$ cat src/rtl/klotski_pkg.sv
// Shared types and constants for the klotski gantry block mover.
package klotski_pkg;

    typedef enum logic [2:0] {
        S_IDLE     = 3'd0,
        S_CHECK    = 3'd1,
        S_TRAVEL_X = 3'd2,
        S_TRAVEL_Y = 3'd3,
        S_MAG_ON   = 3'd4,
        S_PUSH     = 3'd5,
        S_MAG_OFF  = 3'd6,
        S_DONE     = 3'd7
    } mover_state_e;

    localparam logic [1:0] DIR_UP    = 2'd0;
    localparam logic [1:0] DIR_DOWN  = 2'd1;
    localparam logic [1:0] DIR_LEFT  = 2'd2;
    localparam logic [1:0] DIR_RIGHT = 2'd3;

    localparam int unsigned BOARD_DIM = 4;

    function automatic logic on_board(input logic signed [2:0] pos);
        return (pos >= 3'sd0) && (int'(pos) < int'(BOARD_DIM));
    endfunction

    function automatic logic [1:0] abs_diff(input logic [1:0] a, input logic [1:0] b);
        return (a > b) ? (a - b) : (b - a);
    endfunction

endpackage

$ cat src/rtl/step_pulse_gen.sv
// Step pulse generator: emits n_steps one-cycle pulses, one every STEP_DIV cycles,
// the first pulse STEP_DIV-1 cycles after the start edge.
module step_pulse_gen
    import klotski_pkg::*;
#(
    parameter int unsigned STEP_DIV = 50000,
    parameter int unsigned STEP_W   = 10
) (
    input  logic              i_Clk,
    input  logic              i_rst_n,
    input  logic              start,
    input  logic [STEP_W-1:0] n_steps,
    input  logic              dir,
    output logic              step,
    output logic              dir_out,
    output logic              done
);

    localparam int unsigned      DIV_W    = $clog2(STEP_DIV);
    localparam logic [DIV_W-1:0] DIV_LAST = DIV_W'(STEP_DIV - 1);

    logic [DIV_W-1:0]  div_q, div_d;
    logic [STEP_W-1:0] cnt_q, cnt_d;
    logic [STEP_W-1:0] n_q, n_d;
    logic              dir_q, dir_d;
    logic              active_q, active_d;

    assign step    = active_q && (div_q == DIV_LAST);
    assign done    = step && ((cnt_q + STEP_W'(1)) == n_q);
    assign dir_out = active_q && dir_q;

    always_comb begin
        div_d    = div_q;
        cnt_d    = cnt_q;
        n_d      = n_q;
        dir_d    = dir_q;
        active_d = active_q;
        // A new start wins over the final pulse of the previous phase, so
        // back-to-back phases need no idle cycle between them.
        if (start) begin
            active_d = 1'b1;
            div_d    = '0;
            cnt_d    = '0;
            n_d      = n_steps;
            dir_d    = dir;
        end else if (active_q) begin
            if (div_q == DIV_LAST) begin
                div_d = '0;
                cnt_d = cnt_q + STEP_W'(1);
                if (done) begin
                    active_d = 1'b0;
                end
            end else begin
                div_d = div_q + DIV_W'(1);
            end
        end
    end

    always_ff @(posedge i_Clk) begin
        if (!i_rst_n) begin
            div_q    <= '0;
            cnt_q    <= '0;
            n_q      <= '0;
            dir_q    <= 1'b0;
            active_q <= 1'b0;
        end else begin
            div_q    <= div_d;
            cnt_q    <= cnt_d;
            n_q      <= n_d;
            dir_q    <= dir_d;
            active_q <= active_d;
        end
    end

endmodule

$ cat src/rtl/klotski_block_mover.sv
// Gantry block mover: travels to a source cell, grabs the piece with the magnet,
// pushes it dist cells along dir and reports done (or err for off-board targets).
module klotski_block_mover
    import klotski_pkg::*;
#(
    parameter int unsigned STEP_DIV       = 50000,
    parameter int unsigned STEPS_PER_CELL = 200,
    parameter int unsigned SETTLE_CYCLES  = 5000000
) (
    input  logic       i_Clk,
    input  logic       i_rst_n,
    input  logic       i_bm_en,
    input  logic [1:0] i_src_row,
    input  logic [1:0] i_src_col,
    input  logic [1:0] i_dir,
    input  logic [1:0] i_dist,
    output logic       o_bm_done,
    output logic       o_err,
    output logic       o_busy,
    output logic       o_x_step,
    output logic       o_x_dir,
    output logic       o_y_step,
    output logic       o_y_dir,
    output logic       o_magnet,
    output logic [2:0] o_state
);

    localparam int unsigned      STEP_W      = $clog2(3 * STEPS_PER_CELL + 1);
    localparam int unsigned      SET_W       = $clog2(SETTLE_CYCLES + 1);
    localparam logic [SET_W-1:0] SETTLE_LAST = SET_W'(SETTLE_CYCLES - 1);

    function automatic logic [STEP_W-1:0] cells_to_steps(input logic [1:0] cells);
        return STEP_W'(cells) * STEP_W'(STEPS_PER_CELL);
    endfunction

    mover_state_e     state_q, state_d;
    logic [1:0]       src_row_q, src_row_d;
    logic [1:0]       src_col_q, src_col_d;
    logic [1:0]       dir_q, dir_d;
    logic [1:0]       dist_q, dist_d;
    logic [1:0]       row_q, row_d;
    logic [1:0]       col_q, col_d;
    logic [SET_W-1:0] settle_q, settle_d;
    logic             done_q, done_d;
    logic             err_q, err_d;
    logic             busy_q, busy_d;
    logic             magnet_q, magnet_d;

    logic              gen_start;
    logic [STEP_W-1:0] gen_n;
    logic              gen_dir;
    logic              gen_step;
    logic              gen_dir_out;
    logic              gen_done;

    logic signed [2:0] src_row_s, src_col_s, dist_s;
    logic signed [2:0] tgt_row_s, tgt_col_s;
    logic              tgt_ok;
    logic              x_phase, y_phase;

    step_pulse_gen #(
        .STEP_DIV (STEP_DIV),
        .STEP_W   (STEP_W)
    ) u_step_gen (
        .i_Clk   (i_Clk),
        .i_rst_n (i_rst_n),
        .start   (gen_start),
        .n_steps (gen_n),
        .dir     (gen_dir),
        .step    (gen_step),
        .dir_out (gen_dir_out),
        .done    (gen_done)
    );

    // Target is recomputed from the latched command; it stays stable for the whole move.
    assign src_row_s = signed'({1'b0, src_row_q});
    assign src_col_s = signed'({1'b0, src_col_q});
    assign dist_s    = signed'({1'b0, dist_q});

    always_comb begin
        tgt_row_s = src_row_s;
        tgt_col_s = src_col_s;
        case (dir_q)
            DIR_UP:   tgt_row_s = src_row_s - dist_s;
            DIR_DOWN: tgt_row_s = src_row_s + dist_s;
            DIR_LEFT: tgt_col_s = src_col_s - dist_s;
            default:  tgt_col_s = src_col_s + dist_s;
        endcase
    end

    assign tgt_ok = on_board(tgt_row_s) && on_board(tgt_col_s);

    always_comb begin
        state_d   = state_q;
        src_row_d = src_row_q;
        src_col_d = src_col_q;
        dir_d     = dir_q;
        dist_d    = dist_q;
        row_d     = row_q;
        col_d     = col_q;
        settle_d  = settle_q;
        magnet_d  = magnet_q;
        done_d    = 1'b0;
        err_d     = 1'b0;
        gen_start = 1'b0;
        gen_n     = '0;
        gen_dir   = 1'b0;

        case (state_q)
            S_IDLE: begin
                if (i_bm_en) begin
                    src_row_d = i_src_row;
                    src_col_d = i_src_col;
                    dir_d     = i_dir;
                    dist_d    = i_dist;
                    state_d   = S_CHECK;
                end
            end
            S_CHECK: begin
                if (!tgt_ok) begin
                    state_d = S_DONE;
                    done_d  = 1'b1;
                    err_d   = 1'b1;
                end else begin
                    state_d = S_TRAVEL_X;
                    if (src_col_q != col_q) begin
                        gen_start = 1'b1;
                        gen_n     = cells_to_steps(abs_diff(src_col_q, col_q));
                        gen_dir   = src_col_q > col_q;
                    end
                end
            end
            S_TRAVEL_X: begin
                if ((src_col_q == col_q) || gen_done) begin
                    col_d   = src_col_q;
                    state_d = S_TRAVEL_Y;
                    if (src_row_q != row_q) begin
                        gen_start = 1'b1;
                        gen_n     = cells_to_steps(abs_diff(src_row_q, row_q));
                        gen_dir   = src_row_q > row_q;
                    end
                end
            end
            S_TRAVEL_Y: begin
                if ((src_row_q == row_q) || gen_done) begin
                    row_d    = src_row_q;
                    state_d  = S_MAG_ON;
                    settle_d = '0;
                    magnet_d = (dist_q != 2'd0);
                end
            end
            S_MAG_ON: begin
                if (dist_q == 2'd0) begin
                    state_d = S_DONE;
                    done_d  = 1'b1;
                end else if (settle_q == SETTLE_LAST) begin
                    state_d   = S_PUSH;
                    gen_start = 1'b1;
                    gen_n     = cells_to_steps(dist_q);
                    gen_dir   = dir_q[0];
                end else begin
                    settle_d = settle_q + SET_W'(1);
                end
            end
            S_PUSH: begin
                if (gen_done) begin
                    row_d    = tgt_row_s[1:0];
                    col_d    = tgt_col_s[1:0];
                    magnet_d = 1'b0;
                    settle_d = '0;
                    state_d  = S_MAG_OFF;
                end
            end
            S_MAG_OFF: begin
                if (settle_q == SETTLE_LAST) begin
                    state_d = S_DONE;
                    done_d  = 1'b1;
                end else begin
                    settle_d = settle_q + SET_W'(1);
                end
            end
            S_DONE: begin
                state_d = S_IDLE;
            end
            default: begin
                state_d = S_IDLE;
            end
        endcase

        busy_d = (state_d != S_IDLE);
    end

    always_ff @(posedge i_Clk) begin
        if (!i_rst_n) begin
            state_q   <= S_IDLE;
            src_row_q <= '0;
            src_col_q <= '0;
            dir_q     <= '0;
            dist_q    <= '0;
            row_q     <= '0;
            col_q     <= '0;
            settle_q  <= '0;
            done_q    <= 1'b0;
            err_q     <= 1'b0;
            busy_q    <= 1'b0;
            magnet_q  <= 1'b0;
        end else begin
            state_q   <= state_d;
            src_row_q <= src_row_d;
            src_col_q <= src_col_d;
            dir_q     <= dir_d;
            dist_q    <= dist_d;
            row_q     <= row_d;
            col_q     <= col_d;
            settle_q  <= settle_d;
            done_q    <= done_d;
            err_q     <= err_d;
            busy_q    <= busy_d;
            magnet_q  <= magnet_d;
        end
    end

    // One shared generator; the phase decides which axis sees its pulses.
    assign x_phase = (state_q == S_TRAVEL_X) || ((state_q == S_PUSH) && dir_q[1]);
    assign y_phase = (state_q == S_TRAVEL_Y) || ((state_q == S_PUSH) && !dir_q[1]);

    assign o_x_step  = x_phase && gen_step;
    assign o_x_dir   = x_phase && gen_dir_out;
    assign o_y_step  = y_phase && gen_step;
    assign o_y_dir   = y_phase && gen_dir_out;
    assign o_magnet  = magnet_q;
    assign o_bm_done = done_q;
    assign o_err     = err_q;
    assign o_busy    = busy_q;
    assign o_state   = state_q;

endmodule
$ cat config.mk
export PLATFORM = sky130hd
export DESIGN_NAME = klotski_block_mover
export DESIGN_NICKNAME = d
export VERILOG_FILES = /design/src/rtl/klotski_pkg.sv /design/src/rtl/step_pulse_gen.sv /design/src/rtl/klotski_block_mover.sv
export SDC_FILE = /design/constraint.sdc
export NUM_CORES = 1
export LEC_CHECK = 0
export CORE_MARGIN = 10
export CORE_UTILIZATION = 40
export DETAILED_ROUTE_END_ITERATION = 8
export DONT_BUFFER_PORTS = 1
export SLEW_MARGIN = 0
export SYNTH_ARGS = -nofsm -noshare
export SYNTH_HDL_FRONTEND = slang
export SYNTH_SLANG_ARGS = --single-unit
$ cat constraint.sdc
create_clock -name i_Clk -period 7.08 [get_ports i_Clk]
set_clock_uncertainty 0.1 [all_clocks]
set_input_delay 2.124 -clock i_Clk [delete_from_list [all_inputs] [get_ports i_Clk]]
set_output_delay 2.124 -clock i_Clk [all_outputs]
set_load 0.02 [all_outputs]
==> impl_metrics.env, run 1 <==
export IMPL_outcome="finished, final reports clean"
export IMPL_seq_area_mm2=0.00150
export IMPL_vdd_drop_max_mv=0.205
export IMPL_rrSetupSlack_ns=3.41
export IMPL_fin_ws_ns=2.46
export IMPL_p_switching_mw=0.512
export IMPL_worst_setup_path_start_kind="register"
export IMPL_crit_type="reg -> out"
export IMPL_synth_largest_area_cell="dfxtp_1"
export IMPL_fmax_ghz=0.217
export IMPL_hold_depth=2
export IMPL_rows=38
export IMPL_hp_class="reg -> reg"
export IMPL_cts_hold_buf=0
export IMPL_gr_usage_all_layers=0.126
export IMPL_drc=0
export IMPL_synth_seq_cells=75
export IMPL_coreArea_mm2=0.0109
export IMPL_synth_top_area_frac=0.336
export IMPL_r2r_end="u_step_gen.div_q[12]"
export IMPL_first_global_vias=3530
export IMPL_p_clk_frac=0.282
export IMPL_startpoint="o_state[1]"
export IMPL_period_share=0.652
export IMPL_end_kind="output port"
export IMPL_grt_setup_unrepaired="false"
export IMPL_layout_common_cells="nor2_1 (77), dfxtp_1 (75), nand2_1 (58)"
export IMPL_place_gp_congestion=0.814
export IMPL_cts_tree="done"
export IMPL_postPlaceCellArea_mm2=0.00454
export IMPL_grt_max_degree=24
export IMPL_multi_input_area_mm2=0.00274
export IMPL_cts_resized=0
export IMPL_cap_viol_max_count=0
export IMPL_cts_buffers_inserted=9
export IMPL_post_place_cells=664
export IMPL_netlist_area_mm2=0.00447
export IMPL_overflow=0
export IMPL_power_mw=1.27
export IMPL_dr_wl_met2_um=4660
export IMPL_hold_viol=0
export IMPL_synth_nets=580
export IMPL_worstSkewPairLatency_ns=0.38
export IMPL_ioPinCount=22
export IMPL_start_util=0.410
export IMPL_drive_gt1_frac=0.0722
export IMPL_syn_to_final_growth_pct=6.16
export IMPL_leakagePower_nw=1.73
export IMPL_clk_path_buf_depth=2
export IMPL_nNetsFinal=568
export IMPL_antenna_found_initial=0
export IMPL_design_area_mm2=0.00474
export IMPL_dieArea_mm2=0.0158
export IMPL_diodes=0
export IMPL_slew_violations=0
export IMPL_firstDrtPassIters=4
export IMPL_syn_area_per_cell_um2=8.17
export IMPL_synth_edf_count=0
export IMPL_routed_wl_um=10100
export IMPL_cts_setup_buffers=0
export IMPL_seq_power_share=0.428
export IMPL_via_per_inst=5.44
export IMPL_synth_seq_area_share=0.336
export IMPL_synth_area_leaders="dfxtp_1 (34%), xor2_1 (6.7%), nor2_1 (6.5%)"
export IMPL_intPower_mw=0.763
export IMPL_met1_length_um=4680
export IMPL_root_buffer="clkbuf_8"
export IMPL_finalNonFillerCells=680
export IMPL_p_comb_frac=0.290
export IMPL_layout_min_cycle_time_ns=4.62
export IMPL_met3_length_um=496
export IMPL_fp_dieH_um=126
export IMPL_synthFlopType="dfxtp_1"
export IMPL_ys_async_sr_fraction=0
export IMPL_route_top_layer_used="met4"
export IMPL_relSlewSlack=0.401
export IMPL_die_width_um=126
export IMPL_cts_sinks=75
export IMPL_grt_pass1_wl_um=17000
export IMPL_switching_share=0.402
export IMPL_fill_cells=1094
export IMPL_arrival_ns=2.39
export IMPL_fin_tns_setup_ns=0
export IMPL_crit_path_end="o_x_step"
export IMPL_r2r_start="dist_q[0]"
export IMPL_port_buffers=0
export IMPL_drt_iter0_drc=290
export IMPL_dr_total_vias=3698
export IMPL_p_per_area_mw_per_mm2=269
export IMPL_drtAntennaViolNets=0
export IMPL_mostFrequentLayoutCell="nor2_1"
export IMPL_ys_warn_count=0
export IMPL_ys_types=74
export IMPL_clkTransAtPathRegs_ns=0.09
export IMPL_setup_violations=0
export IMPL_cts_htree_levels=3
export IMPL_tightest_slew_ns=0.896
export IMPL_cp_max_fo=17
export IMPL_post_place_ws_ns=2.86
export IMPL_wl_per_cell_um=14.8
export IMPL_synthCells=547
export IMPL_r2r_cells=12
export IMPL_hpwl_um=7230
export IMPL_required_ns=4.86
==> worst min path at each step <==
stage	startpoint	end	slack, ns
after CTS	u_step_gen.n_q[8]	u_step_gen.n_q[8]	0.36
after floorplan	u_step_gen.n_q[8]	u_step_gen.n_q[8]	0.33
after detailed placement	u_step_gen.n_q[8]	u_step_gen.n_q[8]	0.35
after global placement	u_step_gen.n_q[8]	u_step_gen.n_q[8]	0.35
final	u_step_gen.n_q[8]	u_step_gen.n_q[8]	0.36
after global routing	u_step_gen.n_q[8]	u_step_gen.n_q[8]	0.40
==> state kept, by name (all words and copies together), names as in the netlist <==
| register | flops |
|---|---|
| settle_q | 23 |
| u_step_gen.div_q | 16 |
| u_step_gen.cnt_q | 10 |
| u_step_gen.n_q | 5 |
| o_state | 3 |
| col_q | 2 |
| dir_q | 2 |
| dist_q | 2 |
| row_q | 2 |
| src_col_q | 2 |
| src_row_q | 2 |
| o_bm_done | 1 |
| o_busy | 1 |
| o_err | 1 |
| o_magnet | 1 |
| u_step_gen.active_q | 1 |
| u_step_gen.dir_q | 1 |
==> cells by family after synthesis <==
family                   count (synthesis)  share of synthesized area
XOR/XNOR                                49                     0.0961
AO/OA/AOI/OAI                           86                      0.141
buffers and inverters                   54                     0.0499
flip-flops                              75                      0.336
multiplexers                             4                    0.00924
adder cells (fa/ha/maj)                 22                     0.0683
AND/OR/NAND/NOR                        257                      0.299
==> Yosys cell counts, drive strengths merged, types with 10 or more instances <==
cell type / n
and3: 10
clkbuf: 14
inv: 30
xnor2: 15
dfxtp: 75
ha: 18
nor2: 78
xor2: 34
nand4: 11
o21ai: 20
nand3: 36
a21oi: 26
nand2: 58
nor3: 15
nor4: 11
==> critical path, stage by stage, from the launching register on <==
cell     delay (ns)
dfxtp_1        0.81
nor2b_1        0.45
and2_1         0.29
a21oi_1        0.11
nor2_1         0.35
==> area by class of cell <==
cell class                 instances  share of cell area
tap                              140              0.0369
sequential                        75               0.317
multi-input combinational        418               0.578
clock inverter                     7              0.0174
clock buffer                       9              0.0261
inverter                          31              0.0245
==> power groups by stage <==
stage	clock [mW]	sequential, mW	combinational [mW]
global route	0.385	0.556	0.418
detailed placement	0	0.555	0.370
floorplan	0	0.510	0.334
finish	0.359	0.546	0.370
global placement	0	0.551	0.358
CTS	0.370	0.546	0.372
==> through the flow <==
stage	utilization	hold slack (ns)
final	0.436	0.360
after global routing	0.436	0.397
after global placement	0.417	0.348
after detailed placement	0.417	0.348
after CTS	0.436	0.362
after floorplan	-	0.335
==> per-layer routing <==
layer / GRT usage / vias to the layer above
met3: 0.0424 / 23
met2: 0.201 / 63
met4: 0.0576 / 0
li1: - / 1872
met1: 0.151 / 1740
met5: 0 / -
No activity file was read; power rests on OpenSTA's default activity.
==> run 2, diff against run 1 <==
- clock period: 7.08 -> 4.05 ns (I/O delays scaled with it)
==> run 2 against run 1 <==
Net effect: total power grew 77%; sequential power grew 72%; setup slack got worse by 1.9 ns; hold slack improved by 0.0047 ns; non-clock buffer count is 4 higher; critical path depth rose by 9; register-to-register slack lost 2.9 ns; wire length fell by 0.19%; combinational power up 86%; clock-buffer cell count increased by 3; core utilization increased by 0.32 points; sequential cell count did not move; critical path type is now reg -> reg; critical endpoint is now u_step_gen.div_q[13].
==> impl_metrics.env, run 2 (synthesis results as in run 1) <==
export IMPL_hold_viol=0
export IMPL_period_share=0.868
export IMPL_dr_wl_met2_um=4690
export IMPL_p_per_area_mw_per_mm2=471
export IMPL_vdd_drop_max_mv=0.573
export IMPL_antenna_found_initial=0
export IMPL_cts_buffers_inserted=9
export IMPL_setup_violations=0
export IMPL_cts_htree_levels=3
export IMPL_die_width_um=126
export IMPL_ioPinCount=22
export IMPL_root_buffer="clkbuf_8"
export IMPL_rows=38
export IMPL_outcome="finished, final reports clean"
export IMPL_cts_sinks=75
export IMPL_power_mw=2.25
export IMPL_met1_length_um=4910
export IMPL_crit_chain="inv_1 -> ha_1 -> a21boi_0 -> a31oi_1 -> fa_1 -> nor3_1 -> a221oi_1 -> a22o_1 -> nor4_2 -> buf_4 -> nor2_1 -> nand4_2 -> nor2_1"
export IMPL_firstDrtPassIters=5
export IMPL_grt_pass1_wl_um=17500
export IMPL_drtAntennaViolNets=0
export IMPL_cts_resized=0
export IMPL_hp_class="reg -> reg"
export IMPL_slowest_stage="dfxtp_1"
export IMPL_gr_usage_all_layers=0.128
export IMPL_tightest_slew_ns=0.792
export IMPL_r2r_end="u_step_gen.div_q[13]"
export IMPL_startpoint="dist_q[0]"
export IMPL_drive_gt1_frac=0.0772
export IMPL_layout_common_cells="nor2_1 (77), dfxtp_1 (75), nand2_1 (58)"
export IMPL_switching_share=0.386
export IMPL_grt_setup_unrepaired="false"
export IMPL_fp_dieH_um=126
export IMPL_first_global_vias=3573
export IMPL_p_comb_frac=0.305
export IMPL_arrival_ns=3.71
export IMPL_end_kind="register"
export IMPL_route_top_layer_used="met4"
export IMPL_cts_setup_buffers=0
export IMPL_fmax_ghz=0.285
export IMPL_via_per_inst=5.40
export IMPL_top_register="settle_q"
export IMPL_place_gp_congestion=0.867
export IMPL_intPower_mw=1.38
export IMPL_grt_max_degree=24
export IMPL_coreArea_mm2=0.0109
export IMPL_cap_viol_max_count=0
export IMPL_fin_tns_setup_ns=0
export IMPL_cts_tree="done"
export IMPL_mostFrequentLayoutCell="nor2_1"
export IMPL_dr_total_vias=3691
export IMPL_drt_iter0_drc=251
export IMPL_post_place_ws_ns=0.545
export IMPL_r2r_start="dist_q[0]"
export IMPL_slowest_delay_ns=0.45
export IMPL_diodes=0
export IMPL_hpwl_um=7260
export IMPL_slew_violations=0
export IMPL_p_switching_mw=0.869
export IMPL_crit_top_cell="nor2_1"
export IMPL_seq_power_share=0.418
export IMPL_met3_length_um=340
export IMPL_required_ns=4.24
export IMPL_start_util=0.410
export IMPL_worstSkewPairLatency_ns=0.36
export IMPL_nNetsFinal=572
export IMPL_port_buffers=0
export IMPL_clkTransAtPathRegs_ns=0.09
export IMPL_syn_to_final_growth_pct=6.95
export IMPL_largest_reg_flops=23
export IMPL_drc=0
export IMPL_leakagePower_nw=1.75
export IMPL_r2r_cells=13
export IMPL_cts_hold_buf=0
export IMPL_wl_per_cell_um=14.7
export IMPL_dieArea_mm2=0.0158
export IMPL_top_regs="settle_q (23), u_step_gen.div_q (16), u_step_gen.cnt_q (10)"
export IMPL_clk_path_buf_depth=2
export IMPL_fin_ws_ns=0.535
export IMPL_worst_setup_path_start_kind="register"
export IMPL_relSlewSlack=0.472
export IMPL_p_clk_frac=0.277
export IMPL_crit_type="reg -> reg"
export IMPL_routed_wl_um=10000
export IMPL_cp_max_fo=14
export IMPL_layout_min_cycle_time_ns=3.51
export IMPL_rrSetupSlack_ns=0.54
export IMPL_overflow=0
export IMPL_crit_path_end="u_step_gen.div_q[13]"
export IMPL_final_util=0.439
run 2: metal layers:
metal  vias up  global-route usage
met2        51               0.205
met3         8              0.0302
met1      1745               0.166
met4         0              0.0393
met5         -                   0
li1       1887                   -
run 2: power groups by stage:
stage                     Sequential, mW  Clock [mW]  Combinational (mW)
after global placement             0.955           0               0.669
after global routing               0.957       0.662               0.783
after CTS                          0.942       0.635               0.687
after detailed placement           0.958           0               0.681
after floorplan                    0.892           0               0.584
final                              0.940       0.624               0.687
run 2: critical path: cells and delay by family, from the launching register on:
| kind | cells | cell delay [ns] |
|---|---|---|
| adders and majority gates | 2 | 0.58 |
| buffers and inverters | 2 | 0.28 |
| and+or+nand+nor | 5 | 1.18 |
| DFF | 1 | 0.45 |
| AOI/OAI and AO/OA | 4 | 0.84 |
run 2: layout make-up:
type | count | area [um^2]
clock buffers | 12 | 155
clock inverters | 4 | 56.3
fillers | 1088 | 6110
inverters | 31 | 116
multi-input cells | 418 | 2740
flip-flops and latches | 75 | 1500
well taps | 140 | 175
repair buffers | 4 | 30.0
run 2: through the flow:
step / instance area, um^2 / instances / hold WS [ns]
2_1_floorplan: 4470 / 547 / 0.335
3_3_place_gp: 4570 / 668 / 0.347
3_5_place_dp: 4570 / 668 / 0.358
4_1_cts: 4780 / 684 / 0.371
5_1_grt: 4780 / 684 / 0.400
6_report: 4780 / 684 / 0.365
run 2: how the worst min path moves through the flow:
| stage | startpoint | end | slack, ns | cells after the start |
|---|---|---|---|---|
| floorplan | u_step_gen.n_q[8] | u_step_gen.n_q[8] | 0.33 | 2 |
| global placement | col_q[1] | col_q[1] | 0.35 | 2 |
| detailed placement | col_q[1] | col_q[1] | 0.36 | 2 |
| CTS | col_q[1] | col_q[1] | 0.37 | 2 |
| global route | settle_q[1] | settle_q[1] | 0.40 | 2 |
| finish | col_q[1] | col_q[1] | 0.37 | 2 |
